===== src/rtl/pipe_pkg.sv =====
// Shared definitions for the MIPS IF stage: redirect encodings, reset/bubble
// constants and the fetch FSM state type.
package pipe_pkg;

    typedef enum logic [1:0] {
        PCSRC_SEQ = 2'b00,
        PCSRC_BR  = 2'b01,
        PCSRC_JR  = 2'b10,
        PCSRC_J   = 2'b11
    } pcsrc_e;

    typedef enum logic {
        FETCH = 1'b0,
        HOLD  = 1'b1
    } fetch_state_e;

    localparam logic [31:0] RESET_PC = 32'h0000_0000;
    localparam logic [31:0] NOP_INST = 32'h0000_0000;

endpackage


===== src/rtl/pipeif_fetch_if.sv =====
// Instruction-memory fetch bus: address/request from IF, word/ready from memory.
interface pipeif_fetch_if;

    logic        req;
    logic [31:0] addr;
    logic [31:0] rdata;
    logic        ready;

    modport master (output req, output addr, input rdata, input ready);
    modport slave  (input req, input addr, output rdata, output ready);

endinterface


===== src/rtl/cla32.sv =====
// 32-bit carry-lookahead adder: 4-bit lookahead groups, group carries chained.
// The carry out is discarded, so the sum wraps modulo 2^32.
module cla32 (
    input  logic [31:0] a,
    input  logic [31:0] b,
    input  logic        ci,
    output logic [31:0] s
);

    logic [31:0] g;
    logic [31:0] p;
    logic [6:0]  bg;
    logic [6:0]  bp;
    logic [7:0]  cb;

    assign g = a & b;
    assign p = a ^ b;

    // Group carries are resolved here so no net feeds back into itself.
    always_comb begin
        cb[0] = ci;
        for (int k = 0; k < 7; k++) begin
            cb[k+1] = bg[k] | (bp[k] & cb[k]);
        end
    end

    for (genvar k = 0; k < 8; k++) begin : g_blk
        logic [3:0] gg;
        logic [3:0] pp;
        logic [3:0] cc;

        assign gg    = g[4*k +: 4];
        assign pp    = p[4*k +: 4];
        assign cc[0] = cb[k];
        assign cc[1] = gg[0] | (pp[0] & cc[0]);
        assign cc[2] = gg[1] | (pp[1] & gg[0]) | (&pp[1:0] & cc[0]);
        assign cc[3] = gg[2] | (pp[2] & gg[1]) | (&pp[2:1] & gg[0]) | (&pp[2:0] & cc[0]);
        assign s[4*k +: 4] = pp ^ cc;

        if (k < 7) begin : g_grp
            assign bg[k] = gg[3] | (pp[3] & gg[2]) | (&pp[3:2] & gg[1]) | (&pp[3:1] & gg[0]);
            assign bp[k] = &pp;
        end
    end

endmodule


===== src/rtl/mux4x32.sv =====
// Four-input 32-bit multiplexer.
module mux4x32 (
    input  logic [31:0] d0,
    input  logic [31:0] d1,
    input  logic [31:0] d2,
    input  logic [31:0] d3,
    input  logic [1:0]  s,
    output logic [31:0] y
);

    always_comb begin
        unique case (s)
            2'b00:   y = d0;
            2'b01:   y = d1;
            2'b10:   y = d2;
            default: y = d3;
        endcase
    end

endmodule


===== src/rtl/pipeif_nextpc.sv =====
// Next-PC logic: redirect target mux, pc+4 adder and pending/redirect priority.
module pipeif_nextpc (
    input  logic [31:0] pc,
    input  logic [1:0]  pc_source,
    input  logic [31:0] branch_pc,
    input  logic [31:0] jump_pc,
    input  logic [31:0] reg_pc,
    input  logic        redir,
    input  logic        pend_valid,
    input  logic [31:0] pend_pc,
    output logic [31:0] target,
    output logic [31:0] pc_plus_4,
    output logic [31:0] next_pc
);

    cla32 u_add (
        .a  (pc),
        .b  (32'd4),
        .ci (1'b0),
        .s  (pc_plus_4)
    );

    mux4x32 u_target (
        .d0 (pc_plus_4),
        .d1 (branch_pc),
        .d2 (reg_pc),
        .d3 (jump_pc),
        .s  (pc_source),
        .y  (target)
    );

    // A redirect parked during a memory wait outranks anything ID says now.
    always_comb begin
        if (pend_valid) begin
            next_pc = pend_pc;
        end else if (redir) begin
            next_pc = target;
        end else begin
            next_pc = pc_plus_4;
        end
    end

endmodule


===== src/rtl/pipeif_fetch.sv =====
// MIPS IF stage with IF/ID register: variable-latency fetch, stall hold,
// delay-slot-safe redirect that survives memory wait states.
module pipeif_fetch #(
    parameter logic [31:0] RESET_PC = pipe_pkg::RESET_PC,
    parameter logic [31:0] NOP_INST = pipe_pkg::NOP_INST
) (
    input  logic                  clk,
    input  logic                  rst,
    input  logic [1:0]            pc_source,
    input  logic [31:0]           branch_pc,
    input  logic [31:0]           jump_pc,
    input  logic [31:0]           reg_pc,
    input  logic                  nostall,
    pipeif_fetch_if.master        imem,
    output logic [31:0]           inst,
    output logic [31:0]           ID_pc_plus_4,
    output logic                  fetch_stall
);

    import pipe_pkg::*;

    fetch_state_e state;
    fetch_state_e state_next;

    logic [31:0] pc;
    logic [31:0] pend_pc;
    logic        pend_valid;
    logic [31:0] hold_inst;
    logic [31:0] word;
    logic [31:0] target;
    logic [31:0] pc_plus_4;
    logic [31:0] next_pc;
    logic        redir;
    logic        done;

    assign redir     = nostall && (pcsrc_e'(pc_source) != PCSRC_SEQ);
    assign imem.addr = pc;

    pipeif_nextpc u_nextpc (
        .pc         (pc),
        .pc_source  (pc_source),
        .branch_pc  (branch_pc),
        .jump_pc    (jump_pc),
        .reg_pc     (reg_pc),
        .redir      (redir),
        .pend_valid (pend_valid),
        .pend_pc    (pend_pc),
        .target     (target),
        .pc_plus_4  (pc_plus_4),
        .next_pc    (next_pc)
    );

    always_ff @(posedge clk) begin
        if (rst) begin
            state <= FETCH;
        end else begin
            state <= state_next;
        end
    end

    always_comb begin
        // NOTE: every output gets a default first so no path leaves one unassigned (no latch).
        state_next  = state;
        imem.req    = 1'b0;
        fetch_stall = 1'b0;
        done        = 1'b0;
        word        = imem.rdata;
        unique case (state)
            FETCH: begin
                imem.req = 1'b1;
                if (imem.ready) begin
                    done = 1'b1;
                    if (!nostall) state_next = HOLD;
                end else if (nostall) begin
                    fetch_stall = 1'b1;
                end
            end
            HOLD: begin
                done = 1'b1;
                word = hold_inst;
                if (nostall) state_next = FETCH;
            end
            default: state_next = FETCH;
        endcase
    end

    // NOTE: sequential state uses non-blocking assignments so all registers update together.
    always_ff @(posedge clk) begin
        if (rst) begin
            pc           <= RESET_PC;
            inst         <= NOP_INST;
            ID_pc_plus_4 <= 32'h0;
            pend_valid   <= 1'b0;
        end else if (done && nostall) begin
            inst         <= word;
            ID_pc_plus_4 <= pc_plus_4;
            pc           <= next_pc;
            pend_valid   <= 1'b0;
        end else if (fetch_stall) begin
            // The word in flight is the delay slot; the redirect waits for it.
            inst <= NOP_INST;
            if (redir) pend_valid <= 1'b1;
        end
    end

    // NOTE: pure data registers carry no reset; their valid flags/state guard every use.
    always_ff @(posedge clk) begin
        if (fetch_stall && redir && !pend_valid) begin
            pend_pc <= target;
        end
        if (state == FETCH && imem.ready && !nostall) begin
            hold_inst <= imem.rdata;
        end
    end

endmodule


===== src/flat_wrapper.sv =====
// flat-port wrapper written by rule: the top's interface ports become plain ports
module pipeif_fetch_flat import pipe_pkg::*;
#(
    parameter logic [31:0] RESET_PC = pipe_pkg::RESET_PC,
    parameter logic [31:0] NOP_INST = pipe_pkg::NOP_INST
)
  (clk, rst, pc_source, branch_pc, jump_pc, reg_pc, nostall, inst, ID_pc_plus_4, fetch_stall, imem_req, imem_addr, imem_rdata, imem_ready);
  pipeif_fetch_if imem_i ();
  input  logic clk;
  input  logic rst;
  input  logic [1:0] pc_source;
  input  logic [31:0] branch_pc;
  input  logic [31:0] jump_pc;
  input  logic [31:0] reg_pc;
  input  logic nostall;
  output logic [31:0] inst;
  output logic [31:0] ID_pc_plus_4;
  output logic fetch_stall;
  output wire logic [$bits(imem_i.req)-1:0] imem_req;
  output wire logic [$bits(imem_i.addr)-1:0] imem_addr;
  input wire logic [$bits(imem_i.rdata)-1:0] imem_rdata;
  input wire logic [$bits(imem_i.ready)-1:0] imem_ready;
  assign imem_req = imem_i.req;
  assign imem_addr = imem_i.addr;
  assign imem_i.rdata = imem_rdata;
  assign imem_i.ready = imem_ready;
  pipeif_fetch #(.RESET_PC(RESET_PC), .NOP_INST(NOP_INST)) u_core (.clk(clk), .rst(rst), .pc_source(pc_source), .branch_pc(branch_pc), .jump_pc(jump_pc), .reg_pc(reg_pc), .nostall(nostall), .imem(imem_i), .inst(inst), .ID_pc_plus_4(ID_pc_plus_4), .fetch_stall(fetch_stall));
endmodule

===== config.mk =====
export PLATFORM = sky130hd
export DESIGN_NAME = pipeif_fetch_flat
export DESIGN_NICKNAME = d
export VERILOG_FILES = /design/src/rtl/pipe_pkg.sv /design/src/rtl/pipeif_fetch_if.sv /design/src/rtl/cla32.sv /design/src/rtl/mux4x32.sv /design/src/rtl/pipeif_nextpc.sv /design/src/rtl/pipeif_fetch.sv /design/src/flat_wrapper.sv
export SDC_FILE = /design/constraint.sdc
export NUM_CORES = 1
export LEC_CHECK = 0
export ABC_AREA = 1
export CAP_MARGIN = 30
export CORE_UTILIZATION = 45
export CTS_CLUSTER_SIZE = 40
export DETAILED_ROUTE_END_ITERATION = 6
export MAX_ROUTING_LAYER = met4
export PLACE_DENSITY_LB_ADDON = 0.2
export SYNTH_ARGS = -nofsm -noshare
export SYNTH_HDL_FRONTEND = slang
export SYNTH_HIERARCHICAL = 1
export SYNTH_SLANG_ARGS = --single-unit

===== constraint.sdc =====
create_clock -name clk -period 3.1 [get_ports clk]
set_input_delay 0.465 -clock clk [delete_from_list [all_inputs] [get_ports clk]]
set_output_delay 0.465 -clock clk [all_outputs]
set_load 0.01 [all_outputs]

# --- Yosys cells after proc, flatten, opt, wreduce, memory -nomap -nowiden ---
# Cells that the tools add are included.
op_classes:
  n_eq_ne: 2
  mux: 15
  n_bitwise: 38
  reduce_logical: 33
op_table:
  columns: ["cell", "n"]
  rows:
  - ["$mux 32", 5]
  - ["$pmux 32 s3", 1]
  - ["$xor 4x4->4", 8]
  - ["$and 1x1->1", 28]
  - ["$reduce_and 4->1", 6]
  - ["$reduce_and 3->1", 7]
  - ["$reduce_and 2->1", 8]
  - ["$mux 1", 7]
  - ["$logic_and 1x1->1", 6]
  - ["$pmux 1 s2", 2]
  - ["$reduce_bool 2->1", 2]
  - ["$eq 2x1->1 const B", 1]
  - ["$eq 2x2->1 const B", 1]
  - ["$logic_not 1->1", 2]
  - ["$logic_not 2->1", 1]
  - ["$not 1->1", 2]
  - ["$reduce_or 2->1", 1]
word_totals:
  reg_bits: 162
  inputBits: 134
  output_inout_bits: 98

# --- Depth between registers and ports, before layout ---
# Gate-level depths: netlist of run 1.
logic_depth:
  depth_word: 12
  ltp_mapped: 29

# --- Cells and area by module ---
# Netlist of run 1, hierarchy kept.
modules_own_cells:
  columns: ["mod", "instances", "cells_per_inst", "area_each_um2"]
  rows:
  - ["pipeif_fetch", 1, 611, 5850.6]
  - ["cla32", 1, 179, 1318.8]
  - ["mux4x32", 1, 186, 1078.5]
  - ["pipeif_nextpc", 1, 242, 1013.5]

# --- Worst setup path before layout of run 1 ---
# No wires, ideal clock.
synth_path:
  path_type: "reg2reg"
  startpoint: "register u_core.state"
  endpoint: "register u_core.hold_inst[0], enable pin"
  setup_time_ns: 0.461
  t_arrival_ns: 2.890
  required_time_ns: 2.639
  slack_ns: -0.251
  stages_incl_launch_ff: 4
  n_path_buf: 2
  synth_period_minus_slack_ns: 3.351
  path_cell_list: "dfxtp_1 > buf_4 > clkbuf_1 > nor3_1"
synth_between:
  elab_chain_cells: 3
synth_lines:
  columns: ["element", "line_no", "source"]
  rows:
  - ["start: declaration", "pipeif_fetch.sv:22", "fetch_state_e state;"]
  - ["start signal: assignment", "pipeif_fetch.sv:57", "state <= state_next;"]
  - ["$not 1->1", "pipeif_fetch.sv:111", "if (state == FETCH && imem.ready && !nostall) begin"]
  - ["$logic_and 1x1->1 (2 in a row)", "pipeif_fetch.sv:111", null]
  - ["end signal: assignment", "pipeif_fetch.sv:112", "hold_inst <= imem.rdata;"]
  - ["end: declaration", "pipeif_fetch.sv:28", "logic [31:0] hold_inst;"]
# Every way passes these cells.
# A chain may end at the register's enable or synchronous reset.

# --- Worst setup path in the final report of run 1 ---
layout_path:
  startpoint: "register u_core.pc[3] (netlist: u_core/imem.addr[3])"
  endpoint: "register u_core.pc[25] (netlist: u_core/imem.addr[25])"
layout_between:
  elab_chain_cells: 11
layout_lines:
  columns: ["element", "line_no", "source"]
  rows:
  - ["start: declaration", "pipeif_fetch.sv:25", "logic [31:0] pc;"]
  - ["start signal: assignment", "pipeif_fetch.sv:97", "pc <= next_pc;"]
  - ["$and 1x1->1", "cla32.sv:41", "assign bg[k] = gg[3] | (pp[3] & gg[2]) | (&pp[3:2] & gg[1]) | (&pp[3:1] & gg[0]);"]
  - ["$and 1x1->1 (5 in a row)", "cla32.sv:23", "cb[k+1] = bg[k] | (bp[k] & cb[k]);"]
  - ["$and 1x1->1", "cla32.sv:35", "assign cc[1] = gg[0] | (pp[0] & cc[0]);"]
  - ["$xor 4x4->4", "cla32.sv:38", "assign s[4*k +: 4] = pp ^ cc;"]
  - ["via u_core.pc_plus_4[25]", "pipeif_fetch.sv:31", "logic [31:0] pc_plus_4;"]
  - ["$pmux 32 s3", "mux4x32.sv:12", "unique case (s)"]
  - ["via u_core.target[25]", "pipeif_fetch.sv:30", "logic [31:0] target;"]
  - ["$mux 32", "pipeif_nextpc.sv:36", "end else if (redir) begin"]
  - ["$mux 32", "pipeif_nextpc.sv:34", "if (pend_valid) begin"]
  - ["via u_core.next_pc[25]", "pipeif_fetch.sv:32", "logic [31:0] next_pc;"]
# The timed path passes the listed nets, and every way through them passes these cells.

==> flow_metrics.env, run 1 <==
export IMPL_die_y_um=145
export IMPL_worstSkewPairLatency_ns=0.43
export IMPL_cp_arrival_ns=3.24
export IMPL_drive_gt1_share_pct=6.99
export IMPL_drcViolationCount=0
export IMPL_slew_viol_final=0
export IMPL_fin_area_um2=12400
export IMPL_syn2layout_area_growth_pct=33.5
export IMPL_worstSetupStartpointType="flip-flop"
export IMPL_gp_congestion=0.834
export IMPL_antenna_left=0
export IMPL_start_util_pct=45.8
export IMPL_dieArea_um2=21200
export IMPL_synth_simple_area_share_pct=38.4
export IMPL_rr_startpoint="u_core/imem.addr[3]"
export IMPL_finalWirelength_um=27600
export IMPL_timing_setup_tns_ns=0
export IMPL_cts_resized=0
export IMPL_h_tree_depth=4
export IMPL_whs_path_depth=2
export IMPL_syn_area_um2=9260
export IMPL_root_buffer="clkbuf_16"
export IMPL_reg2reg_depth=23
export IMPL_multi_input_area_um2=4680
export IMPL_status="completed"
export IMPL_synthFlopType="dfxtp_1"
export IMPL_layout_nets=1620
export IMPL_clock_skew_ns=0.00810
export IMPL_p_leak_uw=0.00572
export IMPL_r2r_end="u_core/imem.addr[25]"
export IMPL_required_ns=3.48
export IMPL_viasPerCell=5.19
export IMPL_grt_pass1_wl_um=44200
export IMPL_powerDensity_nw_per_um2=495
export IMPL_synth_fa_ha_area_share_pct=5.92
export IMPL_clockBufferDepth=2
export IMPL_regToRegSetupSlack_ns=0.24
export IMPL_path_clk_slew_ns=0.07
export IMPL_synthMuxAreaShare_pct=0
export IMPL_cp_end_kind="flip-flop"
export IMPL_hpwl_um=18200
export IMPL_pin_count=232
export IMPL_grtUsageTotal_pct=26.9
export IMPL_crit_fanout=3
export IMPL_hold_viol=0
export IMPL_post_dp_cell_area_um2=11700
export IMPL_die_w_um=145
export IMPL_synth_top_family_by_area="simple AND/OR/NAND/NOR gates"
export IMPL_synthXorXnorAreaFrac_pct=2.08
export IMPL_cts_tree="done"
export IMPL_min_to="u_core/inst[20]"
export IMPL_cts_sinks=162
export IMPL_holdBufCountCts=0
export IMPL_slew_headroom_pct=38.1
export IMPL_yosys_warnings=6
export IMPL_async_flop_share_pct=0
export IMPL_rsz0062_at_grt="false"
export IMPL_worstMarginPinSlew_ns=0.929
export IMPL_max_vdd_ir_drop_mv=0.387
export IMPL_regArea_um2=3880
export IMPL_rows=52
export IMPL_yosys_register_bits=162
export IMPL_hold_class="reg2reg"
export IMPL_syn_avg_cell_area_um2=7.60
export IMPL_crit_type="reg2reg"
export IMPL_fin_crit_ns=2.86
export IMPL_ys_seq_area_share_pct=41.9
export IMPL_drt_initial_drc_count=581
export IMPL_cap_violations=0
export IMPL_grt_overflow_total=0
export IMPL_first_global_vias=8509
export IMPL_via_count=8986
export IMPL_setup_viol=0
export IMPL_fmax_ghz=0.349
export IMPL_drtPass1Iterations=5
export IMPL_hold_start="u_core/inst[20]"
export IMPL_grt_max_degree=62
export IMPL_core_area_um2=20200
export IMPL_wl_per_cell_um=15.9
export IMPL_synth_compound_area_share_pct=1.61
export IMPL_io_buffers=231
export IMPL_post_cts_setup_buffers=0
export IMPL_antenna_found_initial=1
export IMPL_synthCells=1218
export IMPL_finalCritPeriodShare_pct=92.3
export IMPL_fin_hold_ws_ns=0.456
export IMPL_synth_edf_count=64
export IMPL_fillerInstances=1826
export IMPL_yosysUniqueCellTypes=35
export IMPL_cts_buffers=17
area by class of cell:
cell class	count	share of cell area [%]
antenna	2	0.0405
timing repair buffer	251	20.1
clock buffer	18	3.55
clock inverter	14	1.32
sequential	162	31.4
inverter	96	2.97
multi-input combinational	919	37.8
tap	270	2.73
logic make-up after synthesis:
group,after synthesis
AOI/OAI and AO/OA,26
xor gates and xnor gates,22
adders and majority gates,39
buffers and inverters,177
DFF,162
other,2
and+or+nand+nor,790
critical path, stage by stage, from the launching register on:
cell     delay (ns)
dfxtp_1        0.36
ha_4           0.27
a21oi_2        0.13
nand2_2        0.08
nand2_1        0.07
nand2_2        0.10
nand2_2        0.07
nand2_2        0.07
nand2_2        0.09
nand2_4        0.07
nand2_4        0.06
nand2_4        0.06
nand2_4        0.06
nand2_4        0.05
fa_1           0.37
xor2_1         0.28
nand2_1        0.10
nand4_1        0.12
inv_1          0.06
nand2_1        0.05
nand3_1        0.07
nand2_1        0.07
nand3_1        0.07
nand2_1        0.07
cells in the mapped netlist, types with 2 or more instances:
cell / n / area (um^2)
nand2_1: 425 / 1600
inv_4: 2 / 12.5
nand3_1: 286 / 1430
edfxtp_1: 64 / 1920
xor2_1: 15 / 131
nor2_1: 16 / 60.1
fa_1: 8 / 160
dfxtp_1: 98 / 1960
buf_4: 24 / 180
buf_1: 8 / 30.0
xnor2_1: 7 / 61.3
inv_2: 6 / 22.5
nor2_2: 2 / 12.5
nand3_2: 11 / 110
conb_1: 2 / 7.51
nand4_1: 32 / 200
clkbuf_1: 11 / 41.3
buf_2: 24 / 120
inv_1: 87 / 327
nand2_4: 7 / 78.8
a21oi_1: 19 / 95.1
ha_1: 31 / 388
nand2_2: 6 / 37.5
buf_8: 5 / 75.1
a211oi_1: 3 / 22.5
buf_6: 8 / 90.1
nor3_1: 3 / 15.0
through the flow:
step	worst slack [ns]	instances	power, uW	utilization (%)
2_1_floorplan	0.376	1258	3390	-
3_3_place_gp	0.204	1698	3960	57.9
3_5_place_dp	0.114	1698	3990	57.9
4_1_cts	0.102	1730	6140	60.9
5_1_grt	0.0202	1731	6420	61.1
6_report	0.237	1732	6120	61.1
where the power goes:
| part | switching [uW] | total (uW) | internal [uW] | leakage [uW] |
|---|---|---|---|---|
| combinational | 841 | 1510 | 666 | 0.00403 |
| clock | 1030 | 2140 | 1110 | 0.000288 |
| sequential | 97.6 | 2470 | 2370 | 0.00140 |
| total | 1970 | 6120 | 4150 | 0.00572 |
worst max-delay path by stage:
stage	depth (start not counted)	slack, ns	start	end
2_1_floorplan	25	0.38	u_core/imem.addr[3]	u_core/imem.addr[29]
3_3_place_gp	25	0.20	u_core/imem.addr[3]	u_core/imem.addr[29]
3_5_place_dp	25	0.11	u_core/imem.addr[3]	u_core/imem.addr[29]
4_1_cts	25	0.10	u_core/imem.addr[3]	u_core/imem.addr[29]
5_1_grt	23	0.02	u_core/imem.addr[3]	u_core/imem.addr[25]
6_report	23	0.24	u_core/imem.addr[3]	u_core/imem.addr[25]
state kept, by name (all words and copies together) (netlist names):
register,cells
u_core/inst,32
u_core/ID_pc_plus_4,32
u_core/pend_valid,1
u_core/imem.addr,32
u_core/pend_pc,32
u_core/hold_inst,32
u_core/state,1
metal layers:
layer,vias up,wire (um),share of wire (%),track usage (%)
li1,4418,-,-,-
met4,0,676,2.5,10.7
met2,322,12900,47,42.1
met1,4208,12000,43,34.5
met5,-,0,0,-
met3,38,2040,7.4,5.08
layout by cell type (no fill, tap or decap), types with 4 or more instances in the layout:
| master | instances |
|---|---|
| nand2_1 | 424 |
| nand3_1 | 286 |
| clkdlybuf4s50_1 | 229 |
| dfxtp_1 | 97 |
| inv_1 | 87 |
| edfxtp_1 | 64 |
| conb_1 | 42 |
| nand4_1 | 32 |
| ha_1 | 29 |
| clkbuf_16 | 17 |
| buf_4 | 17 |
| a21oi_1 | 17 |
| nor2_1 | 14 |
| xor2_1 | 14 |
| nand3_2 | 11 |
| nand2_2 | 7 |
| nand2_4 | 7 |
| xnor2_1 | 7 |
| fa_1 | 7 |
| inv_8 | 5 |
| inv_2 | 5 |
| clkinv_8 | 4 |
Note: power is estimated with default switching activity, not from simulation.
==> inputs of run 2 (changes only) <==
--- a/config.mk
+++ b/config.mk
@@ -7,7 +7,9 @@
 export LEC_CHECK = 0
 export ABC_AREA = 1
 export CAP_MARGIN = 30
-export CORE_UTILIZATION = 45
+export CELL_PAD_IN_SITES_DETAIL_PLACEMENT = 2
+export CELL_PAD_IN_SITES_GLOBAL_PLACEMENT = 2
+export CORE_UTILIZATION = 25
 export CTS_CLUSTER_SIZE = 40
 export DETAILED_ROUTE_END_ITERATION = 6
 export MAX_ROUTING_LAYER = met4
==> run 2 against run 1 <==
Net effect:
- count of clock-buffer cells in the layout rose by 2
- register-to-register slack hardly changed
- non-clock buffer count grew 12
- critical path type unchanged
- cell area is 3.4% higher
- clock power about the same
- critical path depth is 1 lower
- largest cell class unchanged
- routed wire length increased by 31%
==> flow_metrics.env, run 2 (synthesized netlist as in run 1, its figures left out) <==
export IMPL_gp_congestion=0.765
export IMPL_first_global_vias=10100
export IMPL_pin_count=232
export IMPL_worstSkewPairLatency_ns=0.45
export IMPL_grt_pass1_wl_um=57400
export IMPL_crit_family="simple AND/OR/NAND/NOR gates"
export IMPL_slew_viol_final=0
export IMPL_hold_viol=0
export IMPL_clock_skew_ns=0.0145
export IMPL_root_buffer="clkbuf_16"
export IMPL_antenna_found_initial=0
export IMPL_drtPass1Iterations=4
export IMPL_dieArea_um2=37800
export IMPL_rows=70
export IMPL_hold_class="reg2reg"
export IMPL_worstSetupStartpointType="flip-flop"
export IMPL_h_tree_depth=4
export IMPL_max_vdd_ir_drop_mv=0.363
export IMPL_viasPerCell=4.75
export IMPL_drt_initial_drc_count=309
export IMPL_io_buffers=231
export IMPL_fmax_ghz=0.348
export IMPL_die_w_um=194
export IMPL_via_count=9211
export IMPL_antenna_left=0
export IMPL_core_area_um2=36500
export IMPL_crit_type="reg2reg"
export IMPL_clockBufferDepth=2
export IMPL_grt_max_degree=65
export IMPL_grt_overflow_total=0
export IMPL_n_antenna_cell=0
export IMPL_path_clk_slew_ns=0.07
export IMPL_cts_sinks=162
export IMPL_cpPeakStageDelay_ns=0.37
export IMPL_slowest_stage="fa_1"
export IMPL_p_total_uw=6210
export IMPL_cap_violations=0
export IMPL_hpwl_um=24900
export IMPL_drcViolationCount=0
export IMPL_p_leak_uw=0.00582
export IMPL_syn2layout_area_growth_pct=38.0
export IMPL_powerDensity_nw_per_um2=485
export IMPL_cp_end_kind="flip-flop"
export IMPL_fin_ws_ns=0.225
export IMPL_crit_fanout=3
export IMPL_cp_arrival_ns=3.27
export IMPL_setup_viol=0
export IMPL_wl_per_cell_um=18.7
export IMPL_start_util_pct=25.4
export IMPL_slew_headroom_pct=45.7
export IMPL_grtUsageTotal_pct=20.1
export IMPL_finalWirelength_um=36200
export IMPL_dp_slack_ns=-0.0864
export IMPL_worstMarginPinSlew_ns=0.814
export IMPL_cts_buffers=17
export IMPL_layout_common_cells="nand2_1 (422), nand3_1 (285), clkdlybuf4s50_1 (229), dfxtp_1 (96), inv_1 (87)"
export IMPL_worst_path_most_repeated_cell="nand2_4"
export IMPL_fin_crit_ns=2.88
export IMPL_layout_commonest_cell="nand2_1"
export IMPL_finalCritPeriodShare_pct=92.7
export IMPL_required_ns=3.49
export IMPL_status="completed"
export IMPL_crit_chain="ha_4 -> a21oi_4 -> nand2_2 -> nand2_2 -> nand2_4 -> nand2_4 -> nand2_4 -> nand2_4 -> nand2_4 -> nand2_4 -> nand2_4 -> buf_4 -> fa_1 -> xor2_1 -> nand2_1 -> nand4_1 -> inv_1 -> nand2_1 -> nand3_1 -> nand2_1 -> nand3_1 -> nand2_1"
export IMPL_die_y_um=194
export IMPL_drive_gt1_share_pct=8.08
export IMPL_layout_nets=1632
export IMPL_cts_tree="done"
export IMPL_cp_num_buf_inv=2
run 2: cell count changes in the layout (fill, tap and decap cells not counted), sizes merged:
cell,before,now
clkinv,5,4
inv,103,101
clkbuf,18,20
diode,2,0
clkinvlp,2,3
buf,22,34
run 2: layer usage:
| layer | up-vias | part of all wire, % | GRT usage (%) |
|---|---|---|---|
| li1 | 4435 | - | - |
| met1 | 4571 | 45 | 24.0 |
| met2 | 173 | 50 | 34.6 |
| met3 | 32 | 3.7 | 3.49 |
| met4 | 0 | 1.5 | 5.76 |
| met5 | - | 0 | - |
run 2: timing repair:
action                     in CTS  in global routing
buffers inserted                1                  6
pin swaps                       0                 10
hold buffers                    0                  0
resized for setup               3                 16
setup endpoints to repair       1                  4
run 2: final cells by class:
type                       count  area [um^2]
fill                        4191        23700
multi-input combinational    919         4750
sequential                   162         3890
timing repair buffer         263         2630
tap                          468          586
clock buffer                  20          468
inverter                      96          368
clock inverter                12         95.1
run 2: worst paths after layout:
path | endpoint | depth (start not counted) | slack (ns) | from
setup / recovery | u_core/imem.addr[21] | 22 | 0.22 | u_core/imem.addr[3]
hold / removal | u_core/inst[0] | 2 | 0.46 | u_core/inst[0]
setup reg to reg | u_core/imem.addr[21] | 22 | 0.22 | u_core/imem.addr[3]
hold reg to reg | u_core/inst[0] | 2 | 0.46 | u_core/inst[0]
run 2: stage by stage:
stage               cell area (um^2)  util [%]  hold slack (ns)  setup TNS, ns  std cells
global placement               12000      32.9            0.439              0       1900
finish                         12800      35.0            0.456              0       1940
floorplan                       9420         -            0.439              0       1258
detailed placement             12100      33.0            0.443        -0.0864       1901
CTS                            12700      34.6            0.459              0       1934
global route                   12800      35.0            0.479        -0.0191       1940
run 2: worst reg2reg max path: stages (launching register included):
cell	delay, ns
dfxtp_4	0.35
ha_4	0.23
a21oi_4	0.15
nand2_2	0.09
nand2_2	0.09
nand2_4	0.07
nand2_4	0.07
nand2_4	0.06
nand2_4	0.08
nand2_4	0.06
nand2_4	0.06
nand2_4	0.07
buf_4	0.14
fa_1	0.37
xor2_1	0.29
nand2_1	0.12
nand4_1	0.14
inv_1	0.05
nand2_1	0.05
nand3_1	0.07
nand2_1	0.08
nand3_1	0.08
nand2_1	0.07
run 2: power breakdown:
part	internal (uW)	switching, uW	leakage, uW
combinational	705	930	0.00416
clock	1110	996	0.000269
sequential	2370	91.9	0.00140
total	4190	2020	0.00582
==> variant, RTL diff (settings of run 2) <==
Make the reset (`rst`) asynchronous in 2 clocked blocks.
--- a/src/rtl/pipeif_fetch.sv
+++ b/src/rtl/pipeif_fetch.sv
@@ -50,7 +50,7 @@
         .next_pc    (next_pc)
     );
 
-    always_ff @(posedge clk) begin
+    always_ff @(posedge clk or posedge rst) begin
         if (rst) begin
             state <= FETCH;
         end else begin
@@ -85,7 +85,7 @@
     end
 
     // NOTE: sequential state uses non-blocking assignments so all registers update together.
-    always_ff @(posedge clk) begin
+    always_ff @(posedge clk or posedge rst) begin
         if (rst) begin
             pc           <= RESET_PC;
             inst         <= NOP_INST;
Function: differs if rst is asserted again (counterexample within 4 cycles, from zero or initial values and one cycle with rst high); with rst held inactive, the same outputs for 4 cycles.
==> variant against run 2 <==
Synthesized cell count down 1.8%; setup slack worse by 36 ps; design area rose by 1.9%; area after synthesis increased by 1.7%; via count is 4.0% lower; global-route usage shrank 0.23 points; critical path type unchanged; wire length decreased by 0.85%; utilization increased by 0.33 points; sequential cell count is the same; critical path depth grew 3.
Power is not compared: it rests on default switching activity, and its combinational part moved more than twofold at a synthesized area within 25%.
==> variant: results <==
export IMPL_grtUsageTotal=0.199
export IMPL_antenna_found_initial=2
export IMPL_port_buffer_count=231
export IMPL_dp_slack_ps=-61.9
export IMPL_place_congestion=0.795
export IMPL_cts_buffer_depth=2
export IMPL_numCtsBuffers=17
export IMPL_clk_latency_ps=450
export IMPL_critPathMaxStageDelay_ps=410
export IMPL_synth_distinct_cells=34
export IMPL_critPathTopFamily="simple AND/OR/NAND/NOR gates"
export IMPL_totalWireLength_um=35900
export IMPL_seq_area_frac_synth=0.464
export IMPL_synth_area_top_cells="dfrtp_1 (26%), nand2_1 (23%), edfxtp_1 (20%), nand3_1 (6.6%), ha_1 (4.1%)"
export IMPL_path_clk_slew_ps=70
export IMPL_outcome="finished clean"
export IMPL_hold_class="primary input to async pin"
export IMPL_ys_async_sr_fraction=0.605
export IMPL_htreeDepth=4
export IMPL_yosys_warnings=6
export IMPL_grt_pass1_vias=9687
export IMPL_leakage_nw=6.22
export IMPL_maxSlewHeadroom=0.477
export IMPL_synth_commonest_cells="nand2_1 (584), nand3_1 (125), dfrtp_1 (98), inv_1 (87), edfxtp_1 (64)"
export IMPL_worst_clock_skew_ps=11.7
export IMPL_peakVddDrop_mv=0.398
export IMPL_cts_root_buf="clkbuf_16"
export IMPL_critPathMaxFanout=3
export IMPL_dp_hpwl_um=24800
export IMPL_firstDrtPassIters=4
export IMPL_grt_max_degree=66
export IMPL_final_nets=1625
export IMPL_drive_gt1_frac=0.0737
export IMPL_crit_slowest_cell="dfrtp_1"
export IMPL_vias=8839
export IMPL_crit_arrival_ps=3250
export IMPL_grt_pass1_wl_um=56100
export IMPL_synth_edf_count=64
export IMPL_drt_iter0_drc=292
[variant: changes by cell type after synthesis, sizes merged]
| cell | delta |
|---|---|
| inv | -1 |
| nand3 | -161 |
| buf | -18 |
| a21oi | -1 |
| dfrtp | +98 |
| nor3 | -1 |
| nand2 | +159 |
| o21ai | +1 |
| dfxtp | -98 |
[variant: repair_timing]
| item | 4_1_cts | 5_1_grt |
|---|---|---|
| setup buffers | 0 | 6 |
| pin swaps | 0 | 8 |
| endpoints found under the hold margin | 0 | 0 |
| resized for setup | 3 | 8 |
| setup endpoints to repair | 1 | 4 |
[variant: final timing paths]
| kind | start | end | slack, ps | depth (start not counted) |
|---|---|---|---|---|
| max in group asynchronous | rst | u_core/inst[31] | 2000 | 3 |
| min in group clk | u_core/inst[20] | u_core/inst[20] | 480 | 2 |
| min reg2reg | u_core/inst[20] | u_core/inst[20] | 480 | 2 |
| max reg2reg | u_core/imem.addr[3] | u_core/imem.addr[29] | 190 | 25 |
| max | u_core/imem.addr[3] | u_core/imem.addr[29] | 190 | 25 |
| min | rst | u_core/inst[13] | 470 | 2 |
[variant: layout make-up]
| class | count | area (um2) |
|---|---|---|
| Inverter | 95 | 364 |
| Antenna cell | 2 | 5.00 |
| Multi-Input combinational cell | 916 | 4480 |
| Tap cell | 504 | 631 |
| Fill cell | 4204 | 23800 |
| Timing Repair Buffer | 260 | 2580 |
| Clock inverter | 11 | 128 |
| Sequential cell | 162 | 4370 |
| Clock buffer | 21 | 460 |
[variant: per-stage QoR]
step           hold slack [ps]  total power [mW]   util  instances  area (um2)
2_1_floorplan              507              4.76      -       1236        9580
3_3_place_gp               462              6.27  0.334       1931       12300
3_5_place_dp               468              6.37  0.334       1931       12300
4_1_cts                    466              8.65  0.351       1963       12900
5_1_grt                    500              9.19  0.353       1971       13000
6_report                   473              8.56  0.353       1971       13000
[variant: routing by layer]
layer | wire length [um] | GRT usage | vias up
met5 | 0 | - | -
met3 | 1070 | 0.0304 | 25
met2 | 17900 | 0.338 | 153
li1 | - | - | 4263
met4 | 460 | 0.0454 | 0
met1 | 16500 | 0.248 | 4398
[variant: kinds of logic after synthesis]
kind of cell    count (synthesis)  synth area share
compound gates                 26            0.0158
buf+inv                       158            0.0863
simple gates                  787             0.354
fa+ha+maj                      39            0.0582
flops                         162             0.464
other cells                     2          0.000797
xor+xnor                       22            0.0205
[variant: report_power, final]
| group | internal, mW | total [mW] | switching [mW] |
|---|---|---|---|
| logic | 1.55 | 3.45 | 1.90 |
| registers | 2.64 | 2.93 | 0.295 |
| clock network | 1.23 | 2.18 | 0.947 |
| total | 5.42 | 8.56 | 3.14 |
